<file path="config.mk">
export PLATFORM = sky130hd
export DESIGN_NAME = seq_match_monitor
export DESIGN_NICKNAME = d
export VERILOG_FILES = /design/src/rtl/seq_match_monitor.sv
export SDC_FILE = /design/constraint.sdc
export NUM_CORES = 1
export LEC_CHECK = 0
export CAP_MARGIN = 20
export CORE_MARGIN = 5
export CORE_UTILIZATION = 59
export CTS_BUF_LIST = sky130_fd_sc_hd__clkbuf_4 sky130_fd_sc_hd__clkbuf_8 sky130_fd_sc_hd__clkbuf_16
export CTS_CLUSTER_SIZE = 40
export DETAILED_ROUTE_END_ITERATION = 16
export GPL_TIMING_DRIVEN = 0
export PLACE_DENSITY = 0.88
export SLEW_MARGIN = 25
export SYNTH_ARGS = -nofsm -noshare
export SYNTH_HDL_FRONTEND = slang
export SYNTH_SLANG_ARGS = --single-unit
</file>
<file path="constraint.sdc">
create_clock -name clk -period 2.96 [get_ports clk]
set_input_delay 0.592 -clock clk [delete_from_list [all_inputs] [get_ports clk]]
set_output_delay 0.592 -clock clk [all_outputs]
set_load 0.005 [all_outputs]
</file>
<file path="src/rtl/seq_match_monitor.sv">
// Purpose : gap-statistics monitor. It counts match pulses and queues the
//           cycle distance between consecutive matches.
// Latency : match_cnt updates on the edge that samples seq. A gap entry is
//           visible on gap_valid the cycle after the pushing edge.
// Backpr. : gap_ready stalls the head entry. A push into a full FIFO with no
//           pop in the same cycle is dropped and sets the sticky ovf flag.
//
// Ports:
//   clk, rstn             clock and asynchronous active-low reset
//   seq                   single-cycle match pulse from the sequence detector
//   clr                   synchronous clear of all statistics; it overrides
//                         seq and pop in the same cycle
//   match_cnt             saturating count of matches
//   gap_valid/gap_ready   valid-ready handshake for gap_data
//   gap_data              oldest queued gap, first-word-fall-through
//   ovf                   sticky: at least one gap was dropped on a full FIFO

// Purpose : generic synchronous FIFO with first-word-fall-through read data.
// Latency : a write is visible on rd_vld/rd_dat the cycle after it is accepted.
// Backpr. : a write into a full FIFO is accepted only when a read happens in
//           the same cycle. Otherwise the write is ignored, and the caller
//           detects this through full.
module sync_fifo #(
   parameter int W     = 16,
   parameter int DEPTH = 4
) (
   input  logic         clk,
   input  logic         rstn,
   input  logic         clr,
   input  logic         wr_vld,
   input  logic [W-1:0] wr_dat,
   input  logic         rd_rdy,
   output logic         rd_vld,
   output logic [W-1:0] rd_dat,
   output logic         full
);

   localparam int AW = $clog2(DEPTH);
   localparam logic [AW:0] CNT_FULL = (AW+1)'(DEPTH);

   logic [W-1:0]  mem [DEPTH];
   logic [AW-1:0] wr_ptr;
   logic [AW-1:0] rd_ptr;
   logic [AW:0]   count;
   logic          rd_en;
   logic          wr_en;

   assign rd_vld = (count != '0);
   assign full   = (count == CNT_FULL);
   assign rd_dat = mem[rd_ptr];

   // clr wins over both ports. A pop frees the slot the push lands in, so a
   // full FIFO still accepts a push when a pop happens in the same cycle.
   assign rd_en = rd_vld && rd_rdy && !clr;
   assign wr_en = wr_vld && (!full || rd_en) && !clr;

   always_ff @(posedge clk or negedge rstn) begin
      if (!rstn) begin
         wr_ptr <= '0;
         rd_ptr <= '0;
         count  <= '0;
         // Storage is cleared so that the head data reads as zero out of reset.
         for (int i = 0; i < DEPTH; i++) begin
            mem[i] <= '0;
         end
      end else if (clr) begin
         wr_ptr <= '0;
         rd_ptr <= '0;
         count  <= '0;
      end else begin
         if (wr_en) begin
            mem[wr_ptr] <= wr_dat;
            wr_ptr      <= wr_ptr + AW'(1);
         end
         if (rd_en) begin
            rd_ptr <= rd_ptr + AW'(1);
         end
         if (wr_en && !rd_en) begin
            count <= count + (AW+1)'(1);
         end else if (rd_en && !wr_en) begin
            count <= count - (AW+1)'(1);
         end
      end
   end

endmodule

module seq_match_monitor #(
   parameter int CNT_W = 16,
   parameter int GAP_W = 16,
   parameter int DEPTH = 4
) (
   input  logic             clk,
   input  logic             rstn,
   input  logic             seq,
   input  logic             clr,
   output logic [CNT_W-1:0] match_cnt,
   output logic             gap_valid,
   input  logic             gap_ready,
   output logic [GAP_W-1:0] gap_data,
   output logic             ovf
);

   typedef enum logic {
      IDLE  = 1'b0,
      ARMED = 1'b1
   } state_t;

   localparam logic [CNT_W-1:0] CNT_MAX = '1;
   localparam logic [GAP_W-1:0] GAP_MAX = '1;
   localparam logic [GAP_W-1:0] GAP_ONE = GAP_W'(1);

   state_t           state;
   logic [GAP_W-1:0] gap_cnt;
   logic             push_vld;
   logic             pop;
   logic             fifo_full;

   // gap_cnt holds the distance from the last match to the current cycle.
   // Pushing it on the next match gives 1 for back-to-back pulses.
   assign push_vld = (state == ARMED) && seq && !clr;
   assign pop      = gap_valid && gap_ready;

   always_ff @(posedge clk or negedge rstn) begin
      if (!rstn) begin
         state   <= IDLE;
         gap_cnt <= '0;
      end else if (clr) begin
         state   <= IDLE;
         gap_cnt <= '0;
      end else begin
         case (state)
            IDLE: begin
               if (seq) begin
                  state   <= ARMED;
                  gap_cnt <= GAP_ONE;
               end
            end
            ARMED: begin
               if (seq) begin
                  gap_cnt <= GAP_ONE;
               end else if (gap_cnt == GAP_MAX) begin
                  // The gap is too long to represent, so it is abandoned
                  // silently. The next match starts a fresh measurement.
                  state   <= IDLE;
                  gap_cnt <= '0;
               end else begin
                  gap_cnt <= gap_cnt + GAP_ONE;
               end
            end
            default: begin
               state   <= IDLE;
               gap_cnt <= '0;
            end
         endcase
      end
   end

   always_ff @(posedge clk or negedge rstn) begin
      if (!rstn) begin
         match_cnt <= '0;
      end else if (clr) begin
         match_cnt <= '0;
      end else if (seq && (match_cnt != CNT_MAX)) begin
         match_cnt <= match_cnt + CNT_W'(1);
      end
   end

   // The flag is set only when the push is really lost. A full FIFO that is
   // popped in the same cycle still takes the new entry.
   always_ff @(posedge clk or negedge rstn) begin
      if (!rstn) begin
         ovf <= 1'b0;
      end else if (clr) begin
         ovf <= 1'b0;
      end else if (push_vld && fifo_full && !pop) begin
         ovf <= 1'b1;
      end
   end

   sync_fifo #(
      .W     (GAP_W),
      .DEPTH (DEPTH)
   ) u_gap_fifo (
      .clk    (clk),
      .rstn   (rstn),
      .clr    (clr),
      .wr_vld (push_vld),
      .wr_dat (gap_cnt),
      .rd_rdy (gap_ready),
      .rd_vld (gap_valid),
      .rd_dat (gap_data),
      .full   (fifo_full)
   );

endmodule

</file>
* Yosys cells after proc, flatten, opt, wreduce, memory -nomap -nowiden *
Cells that the tools add are included.

cells by class
  muxes and demuxes = 27
  order comparisons = 3
  bitwise gates (word level) = 4
  reductions and logical operators = 25
  $add $sub $neg = 6
  equal/unequal tests = 4

operators with widths
  cell                                                      count
  two-way mux 16 bit                                        9
  bitwise mux 64 bit                                        1
  adder 16 x 1 -> 16 bit, second input constant             2
  binary-select mux 16 bit (select 2 bit)                   1
  demux 16 bit (select 2 bit)                               1
  one-hot mux 16 bit (2 select lines)                       1
  equality test 16 bit, second input constant               1
  != test 16 bit, second input constant                     1
  logical AND 1 bit                                         12
  two-way mux 3 bit                                         3
  two-way mux 2 bit                                         4
  nonzero test 2 bit                                        4
  greater-or-equal comparator 3 bit, second input constant  2
  two-way mux 1 bit                                         6
  NOT 2 -> 3 bit                                            2
  nonzero test 3 bit                                        2
  logical NOT 1 bit                                         5
  adder 2 x 1 -> 2 bit, second input constant               2
  adder 3 x 1 -> 3 bit, second input constant               1
  equality test 3 bit, second input constant                1
  < comparator 3 x 1 -> 1 bit, second input constant        1
  != test 3 bit, second input constant                      1
  subtractor 3 x 1 -> 3 bit, second input constant          1
  NOT 1 bit                                                 2
  other kinds (3)                                           3

word-level totals
  register bits = 105
  input port bits = 5
  output and inout port bits = 34
  word-level logic and storage cells = 80

* Longest topological paths before layout *
Gate-level depths: netlist of the first run.

  depth in word-level cells = 11
  gate-level depth with buffers = 6
  mapped depth without buffers = 6

* Cells and area by module *
Synthesis of the first run repeated with hierarchy kept, for this count alone.

unflattened totals
  cell total of the unflattened synthesis = 415
  area, all modules = 5185.0 µm²

modules (own cells, without submodules)
  module             area each (µm²)  seq. area each (µm²)  cells each  times used
  sync_fifo          3344.5           1776.7                214         1
  seq_match_monitor  1840.5           850.8                 201         1

* Worst setup path after synthesis of the first run *
No wires, ideal clock.

  path type = input-to-reg
  start point = in gap_ready
  end point = reg u_gap_fifo.count[2]
  arrival time = 2.012 ns
  cell stages on the path = 6
  path slack = 0.823 ns
  buffers on the path = 0
  data required time = 2.835 ns
  setup time = 0.125 ns
  path through = nor4b_4 -> nor4_1 -> fa_1 -> nor4_1 -> a31oi_1 -> mux2_2

on the way
  cells in the longest elaborated chain, start to end = 8
  elaborated cells on any way between the ends = 12
  classes of those cells = mux: 2; reduce/logical: 10

ends and longest elaborated chain
  what                                                            RTL line  source
  start: declaration                                              99        input logic gap_ready,
  logical AND 1 bit * (2 in series)                               54        assign rd_en = rd_vld && rd_rdy && !clr;
  logical OR 1 bit                                                55        assign wr_en = wr_vld && (!full || rd_en) && !clr;
  logical AND 1 bit (2 in series)                                 55
  logical AND 1 bit / logical NOT 1 bit (equally long branches)   78, 80
  two-way mux 3 bit / logical AND 1 bit (equally long branches)   78, 80
  two-way mux 3 bit / nonzero test 3 bit (equally long branches)  -
  end signal: assignment                                          79        count <= count + (AW+1)'(1);
  end signal: assignment                                          81        count <= count - (AW+1)'(1);
  end: declaration                                                44        logic [AW:0] count;

Every way passes the cells marked *; elsewhere a longest branch is shown, timed or not.
A chain may end at the register's enable or synchronous reset.

* Worst setup path after layout of the first run *
  start point = reg u_gap_fifo.rd_ptr[0]
  end point = out gap_data[9]

on the way
  cells in the longest elaborated chain, start to end = 4

ends and longest elaborated chain
  what                                                    RTL line  source
  start: declaration                                      43        logic [AW-1:0] rd_ptr;
  start signal: assignment                                76        rd_ptr <= rd_ptr + AW'(1);
  NOT 2 -> 3 bit (implied by the code)                    50        assign rd_dat = mem[rd_ptr];
  binary-select mux 16 bit (select 2 bit)                 50
  two-way mux 16 bit (implied by the code) (2 in series)  50
  end: declaration                                        100       output logic [GAP_W-1:0] gap_data,

Every way passes these cells. The select of a mux whose other input is x is not followed.

==> flow_summary.toml, run 1 <==
[finish]
area_delta_synth_final_pct = 14.4
fin_area_um2 = 6200
drive_gt1_share_pct = 27.1
utilization_pct = 68.1
num_antenna_cells = 0
fillers = 656
nNetsFinal = 487

[setup_path]
critPathLaunchType = "flop"
path_max_fanout = 10
r2r_cells = 6
reg2reg_from = "u_gap_fifo.count[1]"
worstPathRequired_ps = 2370
rr_endpoint = "u_gap_fifo.count[2]"
reg2reg_slack_ps = 750
path_class = "reg2out"
cp.arrival_ps = 2230
worst_setup_path_end_kind = "output port"

[detailed_routing]
ant_nets = 0
drtPass1Iterations = 4
routedWlPerCell_um = 19.0
drc = 0
drt_wl_total_mm = 11.2
vias = 3623
drtIter0Drc = 178
via_per_inst = 6.13

[sta]
post-route-min-period_ps = 2820
max_freq_mhz = 355
finalHoldViolations = 0
timing.final.crit_share_pct = 95.2
fin_setup_tns_ps = 0
timing.final.ws_setup_ps = 141
finalMaxSlewViolations = 0
slew_headroom_pct = 63.8
setup_viol = 0
fin_skew_ps = 14.7
tightest_slew_ps = 543
holdWs_ps = 153
rsz0062_at_grt = "false"

[worst_hold_path]
hp-class = "in2async"

[global_routing]
use_met2_pct = 36.1
grt_pass1_vias = 3744
grt-ovfl-total = 0
grtUsageMet3_pct = 4.04
grt_pass1_wl_mm = 19.0
grt-busiest-layer = "met2"
antenna_found_initial = 0
grt_use_met1_pct = 28.3
track_usage_pct = 21.2
grt_start_max_net_pins = 56

[floorplan]
die_h_um = 106
start_util_pct = 59.5
die_width_um = 106
fp.coreArea_um2 = 9110
rows = 35
io_pins = 39
dieArea_um2 = 11200

[power_and_ir_drop]
seqPwrFrac_pct = 50.2
p_leak_nw = 2.70
comb_power_share_pct = 17.2
p_sw_share_pct = 26.2
powerDensity_nw_per_um2 = 496
p_switching_mw = 0.805
ir_drop_uv = 357
internal_power_mw = 2.27
p_clk_share_pct = 32.6

[status]
status = "finished, final reports clean"

[yosys]
synthSimpleGateAreaFrac_pct = 12.1
synth_cell_types = 53
ys.flop_type = "dfrtp_1"
synth_top_family_by_area = "multiplexers"
yosys_register_bits = 105
yosys_warnings = 0
ys_seq_area_share_pct = 48.5
synth_area_um2 = 5420
synth.most_common_cell = "dfrtp_1"
synth-compound-area-share_pct = 7.80
yosys.area_share.adder_pct = 1.75
synthMuxAreaShare_pct = 23.7
synth_area_leader_cell = "dfrtp_1"
synth_common_cells = "105 x dfrtp_1, 40 x mux2_4, 27 x mux2_2"
synth_xor_area_share_pct = 1.45
synth_enable_flop_cells = 0
synth_cells = 426
synth_top_cell_area_share_pct = 48.5
avgSynthCellArea_um2 = 12.7
synth_nets = 438
synthArstFlopShare_pct = 100
ys_top_cells_by_area = "dfrtp_1 48%, mux2_4 11%, mux4_2 6.6%"

[clock_tree]
hold_buffers = 0
cts_htree_levels = 3
cts_root_buffer = "clkbuf_8"
cts_tree = "built"
cts_buffers = 9
clock-sinks = 105
path_clk_slew_ps = 100
cts_resized = 3
post_cts_buffers = 0
clock_latency_ps = 370
cts_max_path_buffers = 2

[placed_design]
gp_congestion = 0.874
placement.io_buffers = 38
place_area_um2 = 5970
dp_slack_ps = -17.5
dp_hpwl_mm = 7.72

[flow_run]
maxCapViolCount = 0
power by group through the flow:
stage	combinational [mW]	clock, mW	sequential [mW]
global route	0.586	1.07	1.55
finish	0.529	1.00	1.54
floorplan	0.360	0	1.55
global placement	0.508	0	1.56
CTS	0.539	1.02	1.54
detailed placement	0.535	0	1.56
flip-flops by register name, indices dropped and copies added, names as in the netlist:
register           cells
ovf                    1
u_gap_fifo.mem        64
state                  1
u_gap_fifo.rd_ptr      2
match_cnt             16
gap_cnt               16
u_gap_fifo.count       3
u_gap_fifo.wr_ptr      2
stage by stage:
step / power (mW) / std cells
floorplan: 1.91 / 426
global placement: 2.06 / 575
detailed placement: 2.10 / 576
CTS: 3.10 / 591
global route: 3.20 / 591
finish: 3.07 / 591
worst max-delay path, stage by stage, from the launching register on:
cell and delay, ps:
dfrtp_1 350, buf_4 220, buf_4 280, mux4_2 540, clkdlybuf4s50_1 460
logic make-up after synthesis:
| group | Yosys count |
|---|---|
| xor+xnor | 9 |
| compound gates | 66 |
| fa+ha+maj | 7 |
| buf+inv | 39 |
| simple gates | 115 |
| mux | 85 |
| flops | 105 |
layer usage:
layer  part of all wire, %  wire [um]  vias to the layer above
li1                      -          -                     1658
met1                    43       4840                     1847
met2                    51       5720                      101
met3                   4.6        515                       17
met4                   1.3        149                        0
met5                     0          0                        -
cells in the final DEF, fill, tap and decap left out, types with 5 or more instances in the layout:
master           instances
a21oi_1                 21
a31oi_1                  5
and2_1                   6
and3_1                   9
buf_2                    6
buf_6                    5
clkbuf_1                 9
clkbuf_8                10
clkdlybuf4s50_1         37
dfrtp_1                105
ha_1                     6
inv_1                    9
mux2_2                  27
mux2_4                  40
mux4_2                  16
nand2_1                 22
nand3_1                  9
nand4_1                  9
nor2_1                  19
o211ai_1                 7
o21ai_0                 18
o31ai_1                  5
or3_1                   10
or4_1                    5
xor2_1                   6
how the worst max path moves through the flow:
| stage | from | to | slack, ps | cells past startpoint |
|---|---|---|---|---|
| after floorplan | gap_ready | u_gap_fifo.count[2] | 820 | 6 |
| after global placement | rstn | u_gap_fifo.mem[17] | -2390 | 1 |
| after detailed placement | clr | u_gap_fifo.count[2] | -20 | 7 |
| after CTS | u_gap_fifo.rd_ptr[0] | gap_data[9] | 80 | 4 |
| after global routing | u_gap_fifo.rd_ptr[0] | gap_data[9] | 20 | 4 |
| final | u_gap_fifo.rd_ptr[0] | gap_data[9] | 140 | 4 |
layout make-up:
class                           count  area (um2)  share of cell area (%)
Buffer                             29         224                    3.61
Clock buffer                       12         153                    2.46
Clock inverter                      4        76.3                    1.23
Inverter                            9        33.8                   0.545
Multi-Input combinational cell    282        2540                    41.0
Sequential cell                   105        2630                    42.4
Tap cell                          111         139                    2.24
Timing Repair Buffer               39         409                    6.60
Power figures use the tool's default switching activity.
==> run 2: changes to the inputs <==
--- a/config.mk
+++ b/config.mk
@@ -11,7 +11,6 @@
 export CTS_BUF_LIST = sky130_fd_sc_hd__clkbuf_4 sky130_fd_sc_hd__clkbuf_8 sky130_fd_sc_hd__clkbuf_16
 export CTS_CLUSTER_SIZE = 40
 export DETAILED_ROUTE_END_ITERATION = 16
-export GPL_TIMING_DRIVEN = 0
 export PLACE_DENSITY = 0.88
 export SLEW_MARGIN = 25
 export SYNTH_ARGS = -nofsm -noshare
==> run 2 against run 1 <==
Sequential power about the same. Maximum frequency increased by 6.4%. Power decreased by 2.2%. Sequential share of layout area increased by 0.82 points. Flip-flop and latch count unchanged. Critical endpoint is now gap_data[1]. Highest routed layer unchanged.
==> flow_summary.toml, run 2 (synthesis gave the netlist of run 1 again) <==
[clock_tree]
post_cts_buffers = 0
cts_root_buffer = "clkbuf_8"
cts_max_path_buffers = 2
cts_resized = 0
hold_buffers = 0
path_clk_slew_ps = 100
cts_tree = "built"
clock_latency_ps = 370
clock-sinks = 105
cts_buffers = 9
cts_htree_levels = 3

[finish]
largest_reg_flops = 64
multi_input_area_um2 = 2540
utilization_pct = 66.8
drive_gt1_share_pct = 27.3
reg_top3 = "u_gap_fifo.mem x64, gap_cnt x16, match_cnt x16"
num_antenna_cells = 0
nNetsFinal = 473
fillers = 634
area_delta_synth_final_pct = 12.2
final_cell_mix = "105 x dfrtp_1, 40 x mux2_4, 37 x clkdlybuf4s50_1"
top_register = "u_gap_fifo.mem"
final_common_cell = "dfrtp_1"
seq_area_um2 = 2630

[placed_design]
dp_hpwl_mm = 7.51
gp_congestion = 0.851
placement.io_buffers = 38

[sta]
max_freq_mhz = 377
timing.final.crit_share_pct = 89.5
tightest_slew_ps = 753
rsz0062_at_grt = "false"
post-route-min-period_ps = 2650
fin_setup_tns_ps = 0
finalMaxSlewViolations = 0
slew_headroom_pct = 49.7
finalHoldViolations = 0
fin_skew_ps = 13.8
setup_viol = 0

[setup_path]
cp_slowest_cell = "mux4_2"
worst_setup_path_end_kind = "output port"
path_max_fanout = 12
cp_cell_sequence = "buf_4 -> mux4_2 -> clkdlybuf4s50_1"
worstSetupStartpoint = "u_gap_fifo.rd_ptr[0]"
worstPathRequired_ps = 2370
path_class = "reg2out"
cp.arrival_ps = 2060
slowest_delay_ps = 570
reg2reg_from = "match_cnt[0]"
critPathLaunchType = "flop"

[floorplan]
dieArea_um2 = 11200
die_h_um = 106
die_width_um = 106
io_pins = 39
fp.coreArea_um2 = 9110
rows = 35
start_util_pct = 59.5

[detailed_routing]
drtPass1Iterations = 5
drc = 0
drtIter0Drc = 190
drt_wl_total_mm = 11.2
routedWlPerCell_um = 19.4
via_per_inst = 6.18
vias = 3568
ant_nets = 0

[power_and_ir_drop]
power_mw = 3.01
powerDensity_nw_per_um2 = 494
p_leak_nw = 2.65
ir_drop_uv = 437

[global_routing]
grt_start_max_net_pins = 58
antenna_found_initial = 0
grt-ovfl-total = 0
grt_pass1_wl_mm = 18.8
track_usage_pct = 21.0
grt_pass1_vias = 3739

[status]
status = "finished, final reports clean"

[flow_run]
maxCapViolCount = 0

[worst_hold_path]
hp-class = "in2async"
## run 2: final cells by class
cell class / count / share of cell area [%]
inverters: 9 / 0.555
clock buffers: 11 / 2.39
well taps: 111 / 2.28
clock inverters: 5 / 1.05
repair buffers: 54 / 8.80
multi-input cells: 282 / 41.7
flip-flops and latches: 105 / 43.2
## run 2: final timing paths
path	depth (start not counted)	slack [ps]	end
max in group asynchronous	2	2000	u_gap_fifo.mem[16]
min in group clk	1	510	u_gap_fifo.mem[34]
setup reg to reg	5	610	match_cnt[4]
setup / recovery	3	310	gap_data[1]
hold / removal	1	230	u_gap_fifo.mem[12]
hold reg to reg	1	510	u_gap_fifo.mem[34]
## run 2: routing by layer
layer / GRT usage [%] / vias to the layer above / routed length (um)
met4: 5.37 / 0 / 161
met1: 28.2 / 1810 / 4910
met3: 5.02 / 14 / 572
met2: 34.4 / 115 / 5550
met5: 0 / - / 0
li1: - / 1629 / -
## run 2: through the flow
stage	hold slack, ps	cells	cell area [um2]	setup slack [ps]
final	234	577	6080	310
after global routing	267	577	6080	228
after CTS	254	577	6080	282
after detailed placement	490	561	5880	256
after global placement	485	561	5880	317
after floorplan	296	426	5420	823
## run 2: critical path: cells and delay by family, from the launching register on
family | cells | cell delay, ps
flops | 1 | 350
mux | 1 | 570
buf+inv | 2 | 770
## run 2: power breakdown
part | internal (mW) | leakage (nW) | total [mW] | switching [mW]
Sequential | 1.48 | 1.46 | 1.54 | 0.0574
Combinational | 0.273 | 1.09 | 0.542 | 0.269
Clock | 0.430 | 0.104 | 0.926 | 0.496
==> variant 1, RTL diff (config.mk and constraints of run 1) <==
The parameter `GAP_W` goes from 16 to 14.
--- a/src/rtl/seq_match_monitor.sv
+++ b/src/rtl/seq_match_monitor.sv
@@ -87,7 +87,7 @@
 
 module seq_match_monitor #(
    parameter int CNT_W = 16,
-   parameter int GAP_W = 16,
+   parameter int GAP_W = 14,
    parameter int DEPTH = 4
 ) (
    input  logic             clk,
Interface: changed (resized gap_data); port bits go from 39 to 37. The function was not compared with the original's and may differ.
==> variant 1 against run 1 <==
- power fell by 10%
- design area decreased by 8.6%
- sequential cell count down 10
- clock power is 15% lower
- utilization is 1.3 points higher
- register-to-register slack lost 90 ps
- clock skew fell by 6.4 ps
- combinational power shrank 5.7%
- global-route usage up 0.69 points
- largest power group unchanged
- sequential power down 9%
- setup slack better by 53 ps
- routed wire length fell by 6.6%
- synthesized area shrank 8.8%
==> variant 1: results (changes against run 1) <==
metric;value;unit;change
outcome;finished clean;;unchanged
dpl_worst_slack;-414;ps;was -17.5 ps
grt_use_met1;28.7;%;was 28.3%
crit_path_top_delay_cell;mux4_2;;unchanged
avgRoutedWirePerCell;18.9;um;was 19.0 um
hpwl;7190;um;was 7720 um
synth.net_count;408;;was 438
synth_top_cells_by_area;dfrtp_1 (48%), mux2_4 (12%), mux4_2 (6.4%), mux2_2 (4.6%), nand2_1 (1.9%);;was dfrtp_1 (48%), mux2_4 (11%), mux4_2 (6.6%), mux2_2 (5.6%), a21oi_1 (1.9%)
synth_edf_count;0;;unchanged
clk_pin_slew;90;ps;
drcViolationCount;0;;unchanged
first_pass_iters;5;;was 4
ys_seq_area_share;48.1;%;was 48.5%
power_density;486;nW/um^2;was 496 nW/um^2
gp_congestion;0.914;;was 0.874
finalClockSkew;8.36;ps;was 14.7 ps
grt_pass1_vias;3651;;was 3744
max_slew.worst_pin.slew;838;ps;was 543 ps
synth.avg_cell_area;12.5;sq um;was 12.7 sq um
synth.distinct_cells;49;;was 53
n_antenna_cell;0;;unchanged
post_cts_buffers;0;;unchanged
io_buffers;36;;was 38
post_dp_cell_area;5460;sq um;was 5970 sq um
detail_route.vias_per_cell;6.23;;was 6.13
clock_path_buffers;2;;unchanged
gr-usage-met3;4.68;%;was 4.04%
crit_arrival;2170;ps;was 2230 ps
drt_iter0_drc;264;;was 178
vdd_ir_drop_max;0.383;mV;was 0.357 mV
antenna_found_initial;0;;unchanged
drive_above_1_share;25.2;%;was 27.1%
top_regs;u_gap_fifo.mem x56, match_cnt x16, gap_cnt x14;;was u_gap_fifo.mem x64, gap_cnt x16, match_cnt x16
grt_pass1_wl;17800;um;was 19000 um
use_met2;37.2;%;was 36.1%
async_flop_share;100;%;unchanged
hold_class;primary input to async pin;;unchanged
clk_latency;360;ps;
power_leakage;2.41;nW;was 2.70 nW
yosysWarnings;0;;unchanged
layout.nets;456;;was 487
routed_wl;10500;um;was 11200 um
cts_buffers;9;;unchanged
crit_fanout;10;;unchanged
grt.total_usage;21.9;%;was 21.2%
placed_cells;538;;was 576
slowest_delay;530;ps;
cts_root_buf;clkbuf_8;;unchanged
grt_max_degree;59;;was 56
synthTopCellsByCount;dfrtp_1 (95), mux2_4 (40), nand2_1 (25), nor2_1 (22), mux2_2 (20);;was dfrtp_1 (105), mux2_4 (40), mux2_2 (27), nand2_1 (22), a21oi_1 (21)
htreeDepth;3;;unchanged
fillers;588;;was 656
## variant 1: per-layer routing
metal / part of all wire, % / up-vias
li1: - / 1563
met4: 1.5 / 0
met1: 43 / 1761
met5: 0 / -
met3: 5.2 / 16
met2: 50 / 114
## variant 1: layout make-up
type,instances,share of cell area [%]
Multi-Input combinational cell,259,40.7
Clock inverter,6,1.06
Sequential cell,95,41.9
Timing Repair Buffer,37,6.86
Inverter,15,0.993
Tap cell,105,2.32
Buffer,27,3.73
Clock buffer,10,2.43
## variant 1: kinds of logic (layout without fill, tap and decap cells)
group | Yosys count | count (layout) | synth area share (%)
mux | 75 | 75 | 23.3
fa+ha+maj | 7 | 7 | 1.92
compound gates | 52 | 52 | 7.04
xor+xnor | 7 | 7 | 1.24
buf+inv | 42 | 95 | 5.21
flops | 95 | 95 | 48.1
simple gates | 118 | 118 | 13.2
## variant 1: worst paths after layout
kind	cells past startpoint	startpoint	end	slack [ps]
worst max-delay path	4	u_gap_fifo.rd_ptr[0]	gap_data[9]	190
worst min-delay path	1	rstn	u_gap_fifo.mem[6]	110
worst max register to register	6	u_gap_fifo.count[1]	u_gap_fifo.count[2]	660
worst min register to register	1	u_gap_fifo.mem[43]	u_gap_fifo.mem[43]	510
max in group asynchronous	2	rstn	u_gap_fifo.mem[26]	2240
min in group clk	1	u_gap_fifo.mem[43]	u_gap_fifo.mem[43]	510
## variant 1: report_power, final
group	switching, mW	internal, mW
clock network	0.445	0.409
logic	0.246	0.253
registers	0.0594	1.34
total	0.750	2.00
## variant 1: critical path: cells and delay by family (launching register included)
kind / cells / cell delay [ps]
buf+inv: 3 / 950
flops: 1 / 330
mux: 1 / 530
## variant 1: repair_timing
action / 4_1_cts / 5_1_grt
setup endpoints to repair: 10 / 7
gates resized for setup: 3 / 3
pin swaps: 0 / 0
==> variant 2, RTL diff (flow settings as in run 1) <==
Made on the original files. Make the reset (`rstn`) synchronous in 4 clocked blocks. Comments in the files are not updated.
--- a/src/rtl/seq_match_monitor.sv
+++ b/src/rtl/seq_match_monitor.sv
@@ -54,7 +54,7 @@
    assign rd_en = rd_vld && rd_rdy && !clr;
    assign wr_en = wr_vld && (!full || rd_en) && !clr;
 
-   always_ff @(posedge clk or negedge rstn) begin
+   always_ff @(posedge clk) begin
       if (!rstn) begin
          wr_ptr <= '0;
          rd_ptr <= '0;
@@ -121,7 +121,7 @@
    assign push_vld = (state == ARMED) && seq && !clr;
    assign pop      = gap_valid && gap_ready;
 
-   always_ff @(posedge clk or negedge rstn) begin
+   always_ff @(posedge clk) begin
       if (!rstn) begin
          state   <= IDLE;
          gap_cnt <= '0;
@@ -156,7 +156,7 @@
       end
    end
 
-   always_ff @(posedge clk or negedge rstn) begin
+   always_ff @(posedge clk) begin
       if (!rstn) begin
          match_cnt <= '0;
       end else if (clr) begin
@@ -168,7 +168,7 @@
 
    // The flag is set only when the push is really lost. A full FIFO that is
    // popped in the same cycle still takes the new entry.
-   always_ff @(posedge clk or negedge rstn) begin
+   always_ff @(posedge clk) begin
       if (!rstn) begin
          ovf <= 1'b0;
       end else if (clr) begin
Function: differs if rstn is asserted again (counterexample within 4 cycles, from zero or initial values and one cycle with rstn low); with rstn held inactive, the same outputs for 4 cycles.
==> variant 2 against run 1 <==
- count of clock-buffer cells in the layout is 3 lower
- design area is 6.9% lower
- synthesized area is 7.5% lower
- sequential cell count is 2 higher
- routed wire length is 8.7% lower
- setup slack better by 5.5 ps
- critical path type unchanged
- sequential share of layout area is 5.8 points higher
Power is not compared: it rests on default switching activity, and its combinational part moved more than twofold at a synthesized area within 25%.
==> variant 2: results (changes against run 1) <==
metric;value;unit;change
synth_xor_area_share;1.75;%;was 1.45%
n_antenna_cell;0;;unchanged
synthAdderAreaFrac;1.15;%;was 1.75%
ys_seq_area_share;55.4;%;was 48.5%
synth_compound_area_share;7.53;%;was 7.80%
synthMuxAreaShare;7.78;%;was 23.7%
drive_above_1_share;19.0;%;was 27.1%
drt_iter0_drc;253;;was 178
gp_congestion;0.909;;was 0.874
outcome;finished clean;;unchanged
synthTopCellsByCount;edfxtp_1 (64), dfxtp_1 (43), and2_1 (38), nand2_1 (30), a21oi_1 (21);;was dfrtp_1 (105), mux2_4 (40), mux2_2 (27), nand2_1 (22), a21oi_1 (21)
grt.total_usage;20.9;%;was 21.2%
hpwl;7100;um;was 7720 um
synth.net_count;431;;was 438
routed_wl;10300;um;was 11200 um
post_dp_cell_area;5580;sq um;was 5970 sq um
layout.nets;482;;was 487
async_flop_share;0;%;was 100%
slowest_delay;480;ps;was 540 ps
top_regs;u_gap_fifo.mem x64, gap_cnt x16, match_cnt x16;;unchanged
cts_resized;2;;was 3
finalClockSkew;8.04;ps;was 14.7 ps
synth_edf_count;64;;was 0
detail_route.vias_per_cell;5.95;;was 6.13
hold_path_depth;2;;
syn2layout_area_growth;15.0;%;was 14.4%
synth.distinct_cells;46;;was 53
crit_path_top_delay_cell;clkdlybuf4s50_1;;was mux4_2
max_slew.worst_pin.slew;831;ps;was 543 ps
r2r_start;state;;was u_gap_fifo.count[1]
grt_pass1_wl;16800;um;was 19000 um
dpl_worst_slack;-352;ps;was -17.5 ps
grt_max_degree;20;;was 56
synth_top_cells_by_area;edfxtp_1 (38%), dfxtp_1 (17%), mux4_2 (7.2%), and2_1 (4.7%), and2_4 (3.0%);;was dfrtp_1 (48%), mux2_4 (11%), mux4_2 (6.6%), mux2_2 (5.6%), a21oi_1 (1.9%)
fillers;570;;was 656
hold_class;flop to flop;;was primary input to async pin
reg2reg_to;u_gap_fifo.mem[0][8];;was u_gap_fifo.count[2]
reg2reg_slack;590;ps;was 750 ps
grt_pass1_vias;3349;;was 3744
io_buffers;37;;was 38
hold_slack;511;ps;was 153 ps
## variant 2: cell types whose count changed after synthesis, moves of 8 or more
cell      before  now
dfxtp_1        0   43
and2_2         0   12
mux2_2        27    0
dfrtp_1      105    0
and2_4         0   17
and2_1         6   38
nand2_1       22   30
mux2_4        40    0
edfxtp_1       0   64
## variant 2: cell families after synthesis
| kind of cell | count (synthesis) |
|---|---|
| xor gates and xnor gates | 10 |
| adders and majority gates | 4 |
| and+or+nand+nor | 184 |
| buffers and inverters | 37 |
| AOI/OAI and AO/OA | 61 |
| muxes | 19 |
| DFF | 107 |
## variant 2: area by class of cell
type,instances,area share [%]
multi-input combinational,278,36.0
tap,105,2.28
inverter,9,0.585
sequential,107,48.2
clock inverter,7,1.04
timing repair buffer,40,7.07
clock buffer,9,2.15
buffer,28,2.71
## variant 2: worst max path at each step
stage                     startpoint                    to  slack [ps]
after floorplan                  seq  u_gap_fifo.mem[2][0]         250
after global placement           clr  u_gap_fifo.mem[2][9]        -970
after detailed placement        rstn  u_gap_fifo.mem[0][9]        -350
after CTS                        clr  u_gap_fifo.mem[0][8]          50
after global routing            flop           gap_data[9]          60
final                           flop           gap_data[9]         150
## variant 2: stage by stage
| stage | std cells | total power [mW] |
|---|---|---|
| 4_1_cts | 583 | 2.58 |
| 5_1_grt | 583 | 2.67 |
| 3_3_place_gp | 564 | 1.75 |
| 3_5_place_dp | 567 | 1.76 |
| 2_1_floorplan | 422 | 1.71 |
| 6_report | 583 | 2.58 |
## variant 2: per-layer routing
| layer | global-route usage (%) | routed length (um) |
|---|---|---|
| met5 | 0 | 0 |
| met3 | 3.48 | 542 |
| met4 | 6.76 | 160 |
| met2 | 35.6 | 5260 |
| met1 | 27.4 | 4290 |
## variant 2: worst min-delay path: stages (launching register included)
cell and delay (ps):
dfxtp_1 340, o21ai_0 70, a21oi_1 60
## variant 2: power by group through the flow
| stage | Combinational (mW) | Sequential, mW | Clock, mW |
|---|---|---|---|
| after global routing | 0.124 | 1.62 | 0.922 |
| after global placement | 0.104 | 1.65 | 0 |
| after floorplan | 0.0599 | 1.65 | 0 |
| after detailed placement | 0.114 | 1.65 | 0 |
| final | 0.114 | 1.62 | 0.844 |
| after CTS | 0.115 | 1.62 | 0.853 |
